### config.mk
export PLATFORM = sky130hd
export DESIGN_NAME = edge_pulse_tx
export DESIGN_NICKNAME = d
export VERILOG_FILES = /design/src/rtl/edge_pulse_tx.sv
export SDC_FILE = /design/constraint.sdc
export NUM_CORES = 1
export LEC_CHECK = 0
export CAP_MARGIN = 40
export CELL_PAD_IN_SITES_DETAIL_PLACEMENT = 1
export CELL_PAD_IN_SITES_GLOBAL_PLACEMENT = 2
export CORE_MARGIN = 2
export CORE_UTILIZATION = 39
export CTS_CLUSTER_DIAMETER = 40
export DETAILED_ROUTE_END_ITERATION = 16
export DONT_BUFFER_PORTS = 1
export PLACE_DENSITY_LB_ADDON = 0.1
export SKIP_LAST_GASP = 1
export SYNTH_ARGS = -nofsm -noshare
export SYNTH_HDL_FRONTEND = slang
export SYNTH_SLANG_ARGS = --single-unit
### constraint.sdc
create_clock -name clk -period 3.75 [get_ports clk]
set_input_delay 0.375 -clock clk [delete_from_list [all_inputs] [get_ports clk]]
set_output_delay 0.375 -clock clk [all_outputs]
set_load 0.02 [all_outputs]
### src/rtl/edge_pulse_tx.sv
// Per-channel event-to-pulse shaper with guaranteed min high/low widths and a saturating pending queue.
// Optional sticky drop flags (ports ovf_clr/overflow) when EDGE_PULSE_TX_OVF_EN is defined.
module edge_pulse_tx #(
  parameter int WIDTH       = 1,
  parameter int HIGH_CYCLES = 4,
  parameter int LOW_CYCLES  = 4,
  parameter int CNT_DEPTH   = 4
) (
  input  logic             clk,
  input  logic             reset_n,
  input  logic [WIDTH-1:0] event_in,
  output logic [WIDTH-1:0] pulse_out,
  output logic [WIDTH-1:0] busy,
`ifdef EDGE_PULSE_TX_OVF_EN
  input  logic             ovf_clr,
  output logic [WIDTH-1:0] overflow,
`endif
  output logic [WIDTH-1:0] pending_full
);

  localparam int MAX_CYCLES = (HIGH_CYCLES > LOW_CYCLES) ? HIGH_CYCLES : LOW_CYCLES;
  localparam int TW         = (MAX_CYCLES > 1) ? $clog2(MAX_CYCLES) : 1;

  localparam logic [1:0] IDLE = 2'd0;
  localparam logic [1:0] HIGH = 2'd1;
  localparam logic [1:0] LOW  = 2'd2;

  localparam logic [TW-1:0]        HIGH_INIT = TW'(HIGH_CYCLES - 1);
  localparam logic [TW-1:0]        LOW_INIT  = TW'(LOW_CYCLES - 1);
  localparam logic [CNT_DEPTH-1:0] PMAX      = {CNT_DEPTH{1'b1}};

  genvar gi;
  generate
    for (gi = 0; gi < WIDTH; gi++) begin : g_chan
      logic [1:0]           state_reg, state_next;
      logic [TW-1:0]        timer_reg, timer_next;
      logic [CNT_DEPTH-1:0] pending_reg, pending_next;
      logic                 pulse_reg, pulse_next;
      logic                 busy_reg;
      logic                 consume, ev_used, queue, drop;

      always_comb begin
        state_next = state_reg;
        timer_next = timer_reg;
        pulse_next = pulse_reg;
        consume    = 1'b0;
        ev_used    = 1'b0;
        case (state_reg)
          IDLE: begin
            if (event_in[gi] || (pending_reg != '0)) begin
              state_next = HIGH;
              timer_next = HIGH_INIT;
              pulse_next = 1'b1;
              // A queued event goes first; the fresh strobe then joins the queue.
              if (pending_reg != '0) consume = 1'b1;
              else                   ev_used = 1'b1;
            end
          end
          HIGH: begin
            if (timer_reg == '0) begin
              state_next = LOW;
              timer_next = LOW_INIT;
              pulse_next = 1'b0;
            end else begin
              timer_next = timer_reg - 1'b1;
            end
          end
          LOW: begin
            if (timer_reg == '0) begin
              if (pending_reg != '0) begin
                state_next = HIGH;
                timer_next = HIGH_INIT;
                pulse_next = 1'b1;
                consume    = 1'b1;
              end else begin
                state_next = IDLE;
              end
            end else begin
              timer_next = timer_reg - 1'b1;
            end
          end
          default: begin
            state_next = IDLE;
            timer_next = '0;
            pulse_next = 1'b0;
          end
        endcase

        queue        = event_in[gi] && !ev_used;
        drop         = queue && !consume && (pending_reg == PMAX);
        pending_next = pending_reg;
        if (queue && !consume && !drop) pending_next = pending_reg + 1'b1;
        else if (consume && !queue)     pending_next = pending_reg - 1'b1;
      end

      always_ff @(posedge clk) begin
        if (!reset_n) begin
          state_reg   <= IDLE;
          timer_reg   <= '0;
          pending_reg <= '0;
          pulse_reg   <= 1'b0;
          busy_reg    <= 1'b0;
        end else begin
          state_reg   <= state_next;
          timer_reg   <= timer_next;
          pending_reg <= pending_next;
          pulse_reg   <= pulse_next;
          busy_reg    <= (state_next != IDLE);
        end
      end

      assign pulse_out[gi]    = pulse_reg;
      assign busy[gi]         = busy_reg;
      assign pending_full[gi] = (pending_reg == PMAX);

`ifdef EDGE_PULSE_TX_OVF_EN
      logic ovf_reg;
      // Set has priority so a drop coinciding with a clear is never lost.
      always_ff @(posedge clk) begin
        if (!reset_n)     ovf_reg <= 1'b0;
        else if (drop)    ovf_reg <= 1'b1;
        else if (ovf_clr) ovf_reg <= 1'b0;
      end
      assign overflow[gi] = ovf_reg;
`else
      logic unused_drop;
      assign unused_drop = drop;
`endif
    end
  endgenerate

endmodule

==> results by group <==
STA
  • Slew Viols, Final: 0
  • Headroom to the max-slew limit: 0.637
  • Worst setup margin: 1.21 ns
  • RSZ-0062 raised after global routing: no
  • Endpoints failing hold: 0
  • Accumulated negative setup slack: 0 ns
  • Ratio of final minimum period to clock period: 0.678
  • Fmax: 393 MHz
  • Final min period: 2.54 ns
  • Worst Skew: 0.00503 ns
  • Final setup violation count: 0
  • Transition time at the pin with the least slew margin: 0.538 ns

Setup path
  • Reg2reg path depth: 9
  • Worst endpoint required time: 3.97 ns
  • Worst setup EP type: register
  • Slowest library cell on the worst path: o41ai_1
  • Cells traversed along the worst timing path: o41ai_1 > mux2i_1 > nand2_1 > ha_1 > a21o_1 > a21oi_1 > nand3_1 > a21o_1 > a21oi_1
  • Worst R2R Start: g_chan[0].pending_reg[0]
  • Critical path fanouts, max: 6
  • Worst endpoint data arrival time: 2.76 ns
  • Delay of the slowest cell on the worst path: 0.59 ns
  • Worst setup path startpoint: g_chan[0].pending_reg[0]
  • Startpoint type of the worst setup path: register
  • Critical path class: register to register

Global route
  • Maximum number of pins on one net before global-route repair: 9
  • First-pass GRT wire length: 2650 um
  • Antenna violations before repair: 0
  • Number of global-route vias before repair: 589
  • Overflow after GRT: 0
  • Global-route total usage across every layer: 0.191

Clock network
  • Clock transition at path regs: 0.07 ns
  • Buffer cell driving the clock tree root: clkbuf_4
  • Number of cells upsized or downsized after cts: 0
  • Setup fix buffers added after clock tree synthesis: 0
  • Post-cts hold buffer count: 0
  • Max Root-Sink Buffers: 2
  • H-tree lvl count: 1
  • Insertion delay to the later sink of the worst-skew pair: 0.28 ns
  • Clock buffers created by TritonCTS: 3
  • Sinks on the clock net: 10
  • Clock tree from TritonCTS: done

Finish
  • Max FFs per register: 4
  • Share of post-route cells with drive strength above 1: 0.100
  • Layout overhead on the synthesized area: 7.75%
  • Final instance area: 731 sq um
  • Number of nets in the finished design: 92
  • Ant diodes: 0

Power and ir drop
  • Internal power summed over all cells: 0.414 mW
  • Net Sw Frac: 0.465
  • Max IR drop VDD: 0.000492 V
  • Power consumption: 0.775 mW
  • Pwr Density: 1060 mW/mm^2
  • Sequential power share: 0.289
  • Standby leakage power: 0.339 nW
  • Sw Pwr: 0.361 mW
  • Combinational Power Share: 0.579
  • Share of total power in the clock network: 0.132

Placement
  • Post-DP HPWL: 1220 um
  • Final weighted congestion of routability-driven global placement: 0.776
  • Placement-stage cell area: 694 sq um
  • IO buf count: 0
  • DP Worst Slack: 1.20 ns

Synth
  • Post-Synthesis Cell Area: 678 sq um
  • Cell count after synthesis: 77
  • Share of the synthesized area in the top cell type: 0.295
  • Library cell with the largest summed area after synthesis: dfxtp_1
  • Most used flip-flop cell after synthesis: dfxtp_1
  • Ranking of synthesized cells by instance count: dfxtp_1 (10), a21oi_1 (8), inv_1 (8), ha_1 (7), nor2_1 (7)
  • Register bit count reported by yosys: 10
  • Top post-synthesis cells by area: dfxtp_1 (30%), ha_1 (13%), mux2i_1 (7.4%)
  • Number of warning messages in the yosys log: 0
  • Library cells used by synthesis: 30
  • Most frequent cell after synthesis: dfxtp_1
  • Seq/Total Area, Yosys: 0.295
  • Total nets after synthesis: 88
  • Number of enable flip-flop cells after synthesis: 0
  • FFs w/ async S/R, synth: 0
  • Syn Area/Cell: 8.81 sq um

Die
  • IO Pins: 6
  • Vertical extent of the die: 45.7 um
  • Core Box Area: 0.00169 sq mm
  • Die ar.: 0.00209 sq mm
  • # rows: 15
  • Horizontal die dimension: 45.7 um
  • Starting density of the core: 0.401

Hold path
  • Source of the worst hold timing path: reset_n
  • Hold Crit Depth: 1
  • Kind of path behind the tightest hold check: input port to register

Detailed routing
  • DRC violation count after routing: 0
  • Drt first-iter violations: 3
  • DR top layer: met4
  • Antenna Nets Post-Route: 0
  • DRT Wirelength: 1580 um
  • Detailed Routing Iterations Pass 1: 2
  • WL met3: 53 um
  • Met1 routed wirelength after detailed routing: 702 um
  • Via density per instance: 5.74
  • Routed len/inst: 16.3 um
  • Met2 wirelength from detailed routing: 783 um
  • Vias post-DR: 557

Status
  • Status: finished, final reports clean

Job
  • Max-capacitance violation count: 0
==> cells in the final DEF, fill, tap and decap left out, types with 2 or more instances in the layout <==
cell | synthesis | layout
xor2_1 | 2 | 2
mux2i_1 | 5 | 5
a21oi_1 | 8 | 8
ha_1 | 7 | 7
nor2b_1 | 2 | 2
dfxtp_1 | 10 | 10
or3_1 | 2 | 2
a21o_1 | 2 | 2
nor2_1 | 7 | 7
nand2_1 | 2 | 2
o21ai_0 | 2 | 2
nand3b_1 | 2 | 2
nand3_1 | 2 | 2
inv_1 | 8 | 8
clkbuf_4 | 0 | 3
==> power groups by stage <==
stage / Sequential [mW] / Clock (mW) / Combinational [mW]
2_1_floorplan: 0.212 / 0 / 0.370
3_3_place_gp: 0.225 / 0 / 0.445
3_5_place_dp: 0.227 / 0 / 0.450
4_1_cts: 0.225 / 0.108 / 0.454
5_1_grt: 0.231 / 0.110 / 0.516
6_report: 0.224 / 0.102 / 0.449
==> worst max-delay path: cells and delay by family (launching register included) <==
kind,cells,cell delay (ns)
muxes,1,0.29
DFF,1,0.37
adders and majority gates,1,0.31
AOI/OAI and AO/OA,5,1.25
and+or+nand+nor,2,0.26
==> through the flow <==
stage / instances / utilization / hold slack (ns)
3_5_place_dp: 93 / 0.411 / 0.479
4_1_cts: 97 / 0.433 / 0.221
6_report: 97 / 0.433 / 0.229
2_1_floorplan: 77 / - / 0.432
5_1_grt: 97 / 0.433 / 0.228
3_3_place_gp: 93 / 0.411 / 0.441
==> metal layers <==
| metal | track usage | vias up |
|---|---|---|
| met5 | 0 | - |
| met4 | 0.120 | 0 |
| met3 | 0.0635 | 5 |
| met2 | 0.304 | 7 |
| met1 | 0.217 | 265 |
| li1 | - | 280 |
==> cell families after synthesis <==
family,count (synthesis),synth area share
and+or+nand+nor,22,0.181
AOI/OAI and AO/OA,21,0.214
DFF,10,0.295
buffers and inverters,9,0.0517
adders and majority gates,8,0.159
muxes,5,0.0738
xor gates and xnor gates,2,0.0258
==> path summary, 6_finish.rpt <==
path | end | slack [ns]
max | g_chan[0].pending_reg[3] | 1.21
min | pulse_out | 0.23
max reg2reg | g_chan[0].pending_reg[3] | 1.21
min reg2reg | g_chan[0].timer_reg[1] | 0.48
==> area by class of cell <==
type	instances	area, sq um
Fill cell	206	958
Sequential cell	10	200
Clock buffer	4	36.3
Tap cell	17	21.3
Inverter	8	30.0
Multi-Input combinational cell	58	443
Power figures use the tool's default switching activity.
